File: src/rtl/menu_link_controller_if.sv
// Menu-side signal bundle for menu_link_controller: mouse and peer inputs, link/game outputs.
// The controller takes the slave modport; whoever drives the mouse and peer takes master.
interface menu_link_controller_if;
  logic MOUSE_LEFT;
  logic mouse_on_start_button;
  logic mouse_on_connect_button;
  logic peer_connect_in;
  logic peer_start_in;
  logic game_over;
  logic send_connect;
  logic receive_connect;
  logic start_game;
  logic two_player;
  logic menu_active;

  modport slave (
    input  MOUSE_LEFT, mouse_on_start_button, mouse_on_connect_button,
    input  peer_connect_in, peer_start_in, game_over,
    output send_connect, receive_connect, start_game, two_player, menu_active
  );

  modport master (
    output MOUSE_LEFT, mouse_on_start_button, mouse_on_connect_button,
    output peer_connect_in, peer_start_in, game_over,
    input  send_connect, receive_connect, start_game, two_player, menu_active
  );
endinterface

File: src/rtl/menu_link_controller.sv
// Menu / two-board link handshake controller with registered outputs and a connect timeout.
// Define MENU_CLICK_RELEASE_EN to fire clicks on button release instead of press.
module menu_link_controller #(
  parameter int TIMEOUT_CYC = 200000000,
  parameter int CNT_W       = 28
) (
  input  logic                   clk,
  input  logic                   rst_n,
  menu_link_controller_if.slave  bus,
  output logic [2:0]             state_dbg
);

  typedef enum logic [2:0] {IDLE, REQ, RCV, LINKED, START, PLAY} state_t;

  state_t           state_q, state_n;
  logic [CNT_W-1:0] timer_q, timer_n;
  logic             pc_m, pc_s, pc_d, ps_m, ps_s, ps_d;
  logic             ml_d;
  logic             send_n, recv_n, start_n, tp_n, menu_n;
  logic             start_click, connect_click;
  logic             pc_rise, ps_rise, timeout;

  // Peer levels are asynchronous: two flops to resolve metastability, a third for edges.
  always_ff @(posedge clk) begin
    if (!rst_n) begin
      pc_m <= 1'b0; pc_s <= 1'b0; pc_d <= 1'b0;
      ps_m <= 1'b0; ps_s <= 1'b0; ps_d <= 1'b0;
      ml_d <= 1'b0;
    end else begin
      pc_m <= bus.peer_connect_in; pc_s <= pc_m; pc_d <= pc_s;
      ps_m <= bus.peer_start_in;   ps_s <= ps_m; ps_d <= ps_s;
      ml_d <= bus.MOUSE_LEFT;
    end
  end

  assign pc_rise = pc_s & ~pc_d;
  assign ps_rise = ps_s & ~ps_d;
  assign timeout = (timer_q == CNT_W'(TIMEOUT_CYC - 1));

`ifdef MENU_CLICK_RELEASE_EN
  logic arm_start_q, arm_connect_q;
  logic rel_edge;

  assign rel_edge = ~bus.MOUSE_LEFT & ml_d;

  // Arm on press over a button; leaving that button while held cancels the click.
  always_ff @(posedge clk) begin
    if (!rst_n) begin
      arm_start_q   <= 1'b0;
      arm_connect_q <= 1'b0;
    end else if (bus.MOUSE_LEFT && !ml_d) begin
      arm_start_q   <= bus.mouse_on_start_button;
      arm_connect_q <= bus.mouse_on_connect_button & ~bus.mouse_on_start_button;
    end else if (bus.MOUSE_LEFT) begin
      if (!bus.mouse_on_start_button)   arm_start_q   <= 1'b0;
      if (!bus.mouse_on_connect_button) arm_connect_q <= 1'b0;
    end else begin
      arm_start_q   <= 1'b0;
      arm_connect_q <= 1'b0;
    end
  end

  assign start_click   = rel_edge & arm_start_q & bus.menu_active;
  assign connect_click = rel_edge & arm_connect_q & bus.menu_active;
`else
  logic press_edge;

  assign press_edge    = bus.MOUSE_LEFT & ~ml_d;
  assign start_click   = press_edge & bus.mouse_on_start_button & bus.menu_active;
  assign connect_click = press_edge & bus.mouse_on_connect_button &
                         ~bus.mouse_on_start_button & bus.menu_active;
`endif

  always_comb begin
    state_n = state_q;
    tp_n    = bus.two_player;
    case (state_q)
      IDLE: begin
        if (connect_click && pc_rise)  state_n = LINKED;
        else if (connect_click)        state_n = REQ;
        else if (pc_rise)              state_n = RCV;
        else if (start_click) begin
          state_n = START;
          tp_n    = 1'b0;
        end
      end
      REQ: begin
        if (pc_s)                      state_n = LINKED;
        else if (connect_click)        state_n = IDLE;
        else if (timeout)              state_n = IDLE;
      end
      RCV: begin
        if (!pc_s || timeout)          state_n = IDLE;
        else if (connect_click)        state_n = LINKED;
      end
      LINKED: begin
        // Losing the peer outranks any simultaneous start request.
        if (!pc_s) begin
          state_n = IDLE;
          tp_n    = 1'b0;
        end else if (start_click || ps_rise) begin
          state_n = START;
          tp_n    = 1'b1;
        end
      end
      START:   state_n = PLAY;
      PLAY: begin
        if (bus.game_over) begin
          state_n = IDLE;
          tp_n    = 1'b0;
        end
      end
      default: state_n = IDLE;
    endcase

    send_n = 1'b0;
    recv_n = 1'b0;
    case (state_n)
      REQ:         send_n = 1'b1;
      RCV:         recv_n = 1'b1;
      LINKED: begin
        send_n = 1'b1;
        recv_n = 1'b1;
      end
      START, PLAY: begin
        send_n = tp_n;
        recv_n = tp_n;
      end
      default: ;
    endcase
    start_n = (state_n == START);
    menu_n  = !((state_n == START) || (state_n == PLAY));

    timer_n = timer_q;
    if (state_n != state_q)
      timer_n = '0;
    else if (((state_q == REQ) || (state_q == RCV)) && (timer_q != '1))
      timer_n = timer_q + CNT_W'(1);
  end

  always_ff @(posedge clk) begin
    if (!rst_n) begin
      state_q             <= IDLE;
      timer_q             <= '0;
      bus.send_connect    <= 1'b0;
      bus.receive_connect <= 1'b0;
      bus.start_game      <= 1'b0;
      bus.two_player      <= 1'b0;
      bus.menu_active     <= 1'b1;
    end else begin
      state_q             <= state_n;
      timer_q             <= timer_n;
      bus.send_connect    <= send_n;
      bus.receive_connect <= recv_n;
      bus.start_game      <= start_n;
      bus.two_player      <= tp_n;
      bus.menu_active     <= menu_n;
    end
  end

  assign state_dbg = state_q;

endmodule

File: src/flat_wrapper.sv
// flat-port wrapper written by rule: the top's interface ports become plain ports
module menu_link_controller_flat 
#(
  parameter int TIMEOUT_CYC = 200000000,
  parameter int CNT_W       = 28
)
  (clk, rst_n, state_dbg, bus_MOUSE_LEFT, bus_mouse_on_start_button, bus_mouse_on_connect_button, bus_peer_connect_in, bus_peer_start_in, bus_game_over, bus_send_connect, bus_receive_connect, bus_start_game, bus_two_player, bus_menu_active);
  menu_link_controller_if bus_i ();
  input  logic clk;
  input  logic rst_n;
  output logic [2:0] state_dbg;
  input wire logic [$bits(bus_i.MOUSE_LEFT)-1:0] bus_MOUSE_LEFT;
  input wire logic [$bits(bus_i.mouse_on_start_button)-1:0] bus_mouse_on_start_button;
  input wire logic [$bits(bus_i.mouse_on_connect_button)-1:0] bus_mouse_on_connect_button;
  input wire logic [$bits(bus_i.peer_connect_in)-1:0] bus_peer_connect_in;
  input wire logic [$bits(bus_i.peer_start_in)-1:0] bus_peer_start_in;
  input wire logic [$bits(bus_i.game_over)-1:0] bus_game_over;
  output wire logic [$bits(bus_i.send_connect)-1:0] bus_send_connect;
  output wire logic [$bits(bus_i.receive_connect)-1:0] bus_receive_connect;
  output wire logic [$bits(bus_i.start_game)-1:0] bus_start_game;
  output wire logic [$bits(bus_i.two_player)-1:0] bus_two_player;
  output wire logic [$bits(bus_i.menu_active)-1:0] bus_menu_active;
  assign bus_i.MOUSE_LEFT = bus_MOUSE_LEFT;
  assign bus_i.mouse_on_start_button = bus_mouse_on_start_button;
  assign bus_i.mouse_on_connect_button = bus_mouse_on_connect_button;
  assign bus_i.peer_connect_in = bus_peer_connect_in;
  assign bus_i.peer_start_in = bus_peer_start_in;
  assign bus_i.game_over = bus_game_over;
  assign bus_send_connect = bus_i.send_connect;
  assign bus_receive_connect = bus_i.receive_connect;
  assign bus_start_game = bus_i.start_game;
  assign bus_two_player = bus_i.two_player;
  assign bus_menu_active = bus_i.menu_active;
  menu_link_controller #(.TIMEOUT_CYC(TIMEOUT_CYC), .CNT_W(CNT_W)) u_core (.clk(clk), .rst_n(rst_n), .bus(bus_i), .state_dbg(state_dbg));
endmodule
File: config.mk
export PLATFORM = sky130hd
export DESIGN_NAME = menu_link_controller_flat
export DESIGN_NICKNAME = d
export VERILOG_FILES = /design/src/rtl/menu_link_controller_if.sv /design/src/rtl/menu_link_controller.sv /design/src/flat_wrapper.sv
export SDC_FILE = /design/constraint.sdc
export NUM_CORES = 1
export LEC_CHECK = 0
export CAP_MARGIN = 20
export CORE_MARGIN = 3
export CORE_UTILIZATION = 35
export CTS_CLUSTER_DIAMETER = 30
export CTS_CLUSTER_SIZE = 14
export DETAILED_ROUTE_END_ITERATION = 8
export DONT_BUFFER_PORTS = 1
export PLACE_DENSITY_LB_ADDON = 0.05
export SYNTH_ARGS = -nofsm -noshare
export SYNTH_HDL_FRONTEND = slang
export SYNTH_SLANG_ARGS = --single-unit
File: constraint.sdc
create_clock -name clk -period 4.1 [get_ports clk]
set_clock_uncertainty 0.1 [all_clocks]
set_input_delay 0.615 -clock clk [delete_from_list [all_inputs] [get_ports clk]]
set_output_delay 0.615 -clock clk [all_outputs]
set_load 0.05 [all_outputs]
==> metrics.md, run 1 <==
| Metric | Value |
|---|---|
| Cells after DPL | 310 |
| Total Power | about 0.9 mW |
| Antenna violations before repair | 0 |
| DRC | 0 |
| Primary FF master, synth | dfxtp_1 |
| Most frequent cells in the layout | 43 x dfxtp_1, 34 x nor2_1, 22 x nand2_1, 21 x xor2_1, 12 x nand3_1 |
| Post-synth EDFFs | 0 |
| Io pins | 16 |
| Slew @ Worst Pin | between 800 and 900 ps |
| Dominant cell type by area after synthesis | dfxtp_1 |
| Port buffer count | 0 |
| First-pass GRT wire length | around 8000 um |
| Synth Register Bits | 43 |
| Initial Util | 0.372 |
| Die Area | 6960 sq um |
| Core area | approximately 5600 sq um |
| Unique masters post-synth | 50 |
| Critical-path cell list | ha_1, nand3_1, nor3_1, nor4b_2, and3_1, xnor2_1, nor2_1 |
| Crit path capture type | flop |
| Worst VDD drop | 0.141 mV |
| Syn Inst Count | roughly 240 |
| Die height | 83.4 um |
| Ant diodes | 0 |
| Fin. max-slew vios | 0 |
| DR iter-0 viols | between 90 and 100 |
| Area growth, synth to finish | 10.4% |
| Die W | approximately 83 um |
| Post-CTS sizing | 0 |
| Drt wl/cell | ~15 um |
| Inserted Clock Buffers | 5 |
| Clk pin slew, worst setup/hold paths | 90 ps |
| Largest net degree at the start of global routing | 29 |
| Top cell type's share of synthesized area | 0.410 |
| Final core occ | 0.411 |
| Most common cell after layout, fill and taps aside | dfxtp_1 |
| Mapped cell area | around 2100 sq um |
| WP data arrival | ~2900 ps |
| Pwr per Cell Area | between 300 and 400 nW/um^2 |
| Clk buf depth | 2 |
| Worst setup margin | between 1000 and 1500 ps |
| CTS tree | built |
| Dpl ws | between 1000 and 1500 ps |
| Final antenna-violating net count | 0 |
| Layout cells sized above 1 | 0.113 |
| Final Net Count | between 200 and 300 |
| Rel. slew slack | 0.440 |
| Worst path required time | roughly 4200 ps |
| Crit-path max FO | 8 |
| Avg Inst Size Synth | between 8 and 9 sq um |
| Worst hold slack | between 300 and 400 ps |
| Gpl congestion | a little over 0.8 |
| CTS Root Cell | clkbuf_8 |
| DP Area | 2190 sq um |
| Kind of critical path | reg -> reg |
| First-pass iteration count of the detailed router | 4 |
| CP peak stage delay | about 670 ps |
| Max Cap Violations | 0 |
| Final wirelength | approximately 4700 um |
| Clk_lat worst skew | approximately 290 ps |
| Grt ovf | 0 |
| DP Wirelength | roughly 3300 um |
| Worst Setup Start Kind | flop |
| Period utilisation layout | 0.672 |
| Top area cells in the synthesized netlist | dfxtp_1 41%, xor2_1 8.8%, nor2_1 6.1%, nand2_1 3.9%, xnor2_1 3.3% |
| Worst hold path class | reg -> reg |
| Vias in the first global route | 1,623 |
| Final instance area | 2320 sq um |
| Standard-cell rows | 27 |
| RSZ-0062 raised after global routing | false |
| Leak pwr | roughly 0.83 nW |
| Postcts setup bufs | 0 |
| Setup TNS | 0 ps |
| Fin. Hold Viols | 0 |
| Finish-stage setup viols | 0 |
| Outcome | finished, final reports clean |
| Vias | between 1,500 and 2,000 |
| Global Route Usage Sum | 0.138 |
| Max Freq | ~0.36 GHz |
| Register area share after synthesis | 0.410 |
| Hold Buf Count CTS | 0 |
| Syn nets | roughly 250 |
| Max H-tree Level | 2 |
| Min Tclk post-route | 2760 ps |
| Vias/cell | 5.26 |
| # clock sinks | 43 |
| Yosys warnings | 0 |
| Non-filler cells, final | between 300 and 400 |
| Critical path's slowest cell | nor3_1 |
| Ys async rst share | 0 |
==> metal layers <==
layer,track usage,up-vias,share of wire
li1,-,857,-
met1,0.193,789,0.53
met2,0.211,24,0.43
met3,0.0298,8,0.031
met4,0.0453,0,0.013
met5,0,-,0
==> critical path: cells and delay by family (launching register included) <==
| family | cells | cell delay [ps] |
|---|---|---|
| XOR/XNOR | 1 | 120 |
| adder cells (fa/ha/maj) | 1 | 260 |
| flip-flops | 1 | 390 |
| AND/OR/NAND/NOR | 5 | 1780 |
==> where the power goes <==
part	switching (mW)	internal, mW
Clock	0.157	0.184
Sequential	0.0194	0.429
Combinational	0.0687	0.0357
==> logic make-up (layout without fill, tap and decap cells) <==
kind of cell    after synthesis  after routing  share of synthesized area
compound gates               25             25                      0.100
xor+xnor                     29             29                      0.121
fa+ha+maj                     1              1                    0.00596
buf+inv                      13             21                     0.0310
flops                        43             43                      0.410
simple gates                128            128                      0.332
==> registers in the layout, indices dropped and copies added (netlist names) <==
name	count
u_core.ps_m	1
u_core.ps_s	1
u_core.bus.menu_active	1
u_core.state_dbg	3
u_core.bus.receive_connect	1
u_core.pc_s	1
u_core.bus.two_player	1
u_core.bus.send_connect	1
u_core.timer_q	28
u_core.bus.start_game	1
u_core.ml_d	1
u_core.pc_m	1
u_core.pc_d	1
u_core.ps_d	1
==> layout make-up <==
type / count / area [sq um]
fillers: 578 / 3320
clock buffers: 5 / 68.8
well taps: 72 / 90.1
repair buffers: 6 / 52.6
flip-flops and latches: 43 / 861
clock inverters: 3 / 46.3
multi-input cells: 183 / 1170
inverters: 7 / 26.3
==> cell usage after synthesis, drive strengths merged, types with 2 or more instances <==
| master | n |
|---|---|
| nor3 | 7 |
| o32ai | 2 |
| nor4b | 4 |
| and2 | 8 |
| and3 | 10 |
| buf | 4 |
| nand3 | 12 |
| nor4 | 3 |
| and4 | 5 |
| nor2 | 36 |
| clkbuf | 2 |
| xor2 | 21 |
| o21ai | 2 |
| dfxtp | 43 |
| inv | 7 |
| a21oi | 5 |
| a31oi | 4 |
| nand4 | 8 |
| nand2 | 22 |
| xnor2 | 8 |
| nor2b | 3 |
| nand2b | 2 |
| a311oi | 2 |
| nand4b | 2 |
==> path summary, 6_finish.rpt <==
check / start / endpoint / slack [ps] / cells after the start
worst max register to register: u_core.timer_q[0]$_SDFFE_PP0P_ / u_core.timer_q[22]$_SDFFE_PP0P_ / 1340 / 7
worst max-delay path: u_core.timer_q[0]$_SDFFE_PP0P_ / u_core.timer_q[22]$_SDFFE_PP0P_ / 1340 / 7
worst min-delay path: u_core.pc_m$_SDFF_PN0_ / u_core.pc_s$_SDFF_PN0_ / 340 / 1
worst min register to register: u_core.pc_m$_SDFF_PN0_ / u_core.pc_s$_SDFF_PN0_ / 340 / 1
Power figures use the tool's default switching activity.
==> inputs of run 2 (changes only) <==
==> constraint.sdc (replaced) <==
create_clock -name clk -period 2.6 [get_ports clk]
set_clock_uncertainty 0.1 [all_clocks]
set_input_delay 0.39 -clock clk [delete_from_list [all_inputs] [get_ports clk]]
set_output_delay 0.39 -clock clk [all_outputs]
set_load 0.05 [all_outputs]
==> run 2 against run 1 <==
Effect of this change:
- sequential cell count unchanged
- combinational power increased by 66%
- clock-buffer cell count unchanged
- design area increased by 2.8%
- sequential power increased by 59%
- register-to-register slack got worse by 1100 ps
- worst setup slack got worse by 1100 ps
- largest cell class unchanged
==> metrics.md, run 2 (same netlist as run 1, synthesis figures left out) <==
| Metric | Value |
|---|---|
| Outcome | finished, final reports clean |
| Die W | 83.4 um |
| Inserted Clock Buffers | 5 |
| Postcts setup bufs | 0 |
| Worst Setup Start Kind | flop |
| Layout cells sized above 1 | 0.141 |
| Pint | about 1.0 mW |
| Pwr per Cell Area | 600 nW/um^2 |
| Global Route Usage Sum | 0.140 |
| Most flop-heavy register | u_core.timer_q |
| Fin. max-slew vios | 0 |
| Vias in the first global route | between 1,500 and 2,000 |
| Rel. slew slack | 0.479 |
| Clock Power Share | 0.381 |
| Grt ovf | 0 |
| Switching Fraction | 0.277 |
| Io pins | 16 |
| Finish-stage setup viols | 0 |
| Die Area | a little under 7000 sq um |
| Switching power of the nets | about 0.40 mW |
| Vias/cell | between 5 and 6 |
| Combinational share of power | 0.121 |
| Largest net degree at the start of global routing | 29 |
| Crit-path max FO | 28 |
| Ant diodes | 0 |
| Kind of critical path | reg -> reg |
| Vias | 1,682 |
| Initial Util | 0.372 |
| Most common cell after layout, fill and taps aside | dfxtp_1 |
| First-pass GRT wire length | 8010 um |
| Most frequent cells in the layout | 43 x dfxtp_1, 34 x nor2_1, 22 x nand2_1, 21 x xor2_1, 13 x buf_4 |
| Drt wl/cell | 14.1 um |
| Hold Buf Count CTS | 0 |
| Period utilisation layout | 0.906 |
| RSZ-0062 raised after global routing | false |
| Die height | between 80 and 90 um |
| Post-CTS sizing | 0 |
| Worst hold slack | slightly above 100 ps |
| Total Power | approximately 1.4 mW |
| Slew @ Worst Pin | just under 800 ps |
| Antenna violations before repair | 0 |
| DP Wirelength | roughly 3300 um |
| WL met2 | about 2000 um |
| Clk pin slew, worst setup/hold paths | roughly 90 ps |
| Max Cap Violations | 0 |
| Worst VDD drop | 0.288 mV |
| Final wirelength | 4620 um |
| Met3 wire length | around 210 um |
| Clk_lat worst skew | approximately 300 ps |
| Clk buf depth | 2 |
| First-pass iteration count of the detailed router | 4 |
| Standard-cell rows | 27 |
| Max Freq | 0.425 GHz |
| WL met1 | around 2400 um |
| Min Tclk post-route | roughly 2400 ps |
| Flop-to-flop setup slack | 250 ps |
| Largest register FFs | 28 |
| Area growth, synth to finish | 13.5% |
| DR iter-0 viols | slightly above 100 |
| Final Net Count | around 260 |
| Top layer in use | met4 |
| Max H-tree Level | 2 |
| Core area | between 5000 and 6000 sq um |
| Setup TNS | 0 ps |
| # clock sinks | 43 |
| Fin. Hold Viols | 0 |
| DRC | 0 |
| Crit path capture type | flop |
| Worst hold path class | in -> reg |
| Dpl ws | ~240 ps |
| CTS Root Cell | clkbuf_8 |
| Filler Cell Count | approximately 560 |
| Worst setup margin | between 200 and 250 ps |
| DP Area | between 2000 and 2500 sq um |
| CTS tree | built |
| WP data arrival | between 2000 and 2500 ps |
| Port buffer count | 0 |
| Share of power burned in registers | 0.498 |
| Final antenna-violating net count | 0 |
| Final instance area | ~2400 sq um |
| Worst path required time | approximately 2700 ps |
| Leak pwr | around 0.88 nW |
| Gpl congestion | between 0.7 and 0.8 |
## run 2: changes by cell type in the layout (fill, tap and decap cells not counted), sizes merged
cell,change
buf,+8
## run 2: final timing paths
path,cells after the start,from,end
setup / recovery,7,u_core.timer_q[9]$_SDFFE_PP0P_,u_core.timer_q[20]$_SDFFE_PP0P_
hold / removal,1,rst_n,u_core.ps_s$_SDFF_PN0_
setup reg to reg,7,u_core.timer_q[9]$_SDFFE_PP0P_,u_core.timer_q[20]$_SDFFE_PP0P_
hold reg to reg,1,u_core.pc_m$_SDFF_PN0_,u_core.pc_s$_SDFF_PN0_
## run 2: area by class of cell
class | instances | area [sq um] | share of cell area
Multi-Input combinational cell | 183 | 1170 | 0.492
Sequential cell | 43 | 861 | 0.361
Timing Repair Buffer | 14 | 118 | 0.0494
Tap cell | 72 | 90.1 | 0.0378
Clock buffer | 5 | 68.8 | 0.0289
Clock inverter | 3 | 46.3 | 0.0194
Inverter | 7 | 26.3 | 0.0110
## run 2: metal layers
layer / vias to the layer above / GRT usage
met1: 774 / 0.211
met4: 0 / 0.0395
met5: - / 0
li1: 873 / -
met2: 31 / 0.199
met3: 4 / 0.0308
## run 2: power by group through the flow
stage                     clock network, mW  logic [mW]  registers (mW)
after global placement                    0       0.177           0.726
after detailed placement                  0       0.175           0.727
after CTS                             0.567       0.176           0.711
after global routing                  0.593       0.191           0.714
after floorplan                           0       0.113           0.739
final                                 0.545       0.173           0.711
## run 2: through the flow
stage	cells	utilization
final	327	0.422
after global routing	327	0.422
after CTS	327	0.422
after detailed placement	319	0.402
after global placement	319	0.402
after floorplan	239	-
## run 2: critical path: stages (launching register included)
cell	delay (ps)
dfxtp_1	350
or4_1	540
nor4_2	300
nand3_1	160
a221o_1	360
o32ai_4	160
buf_12	210
nor2_1	60
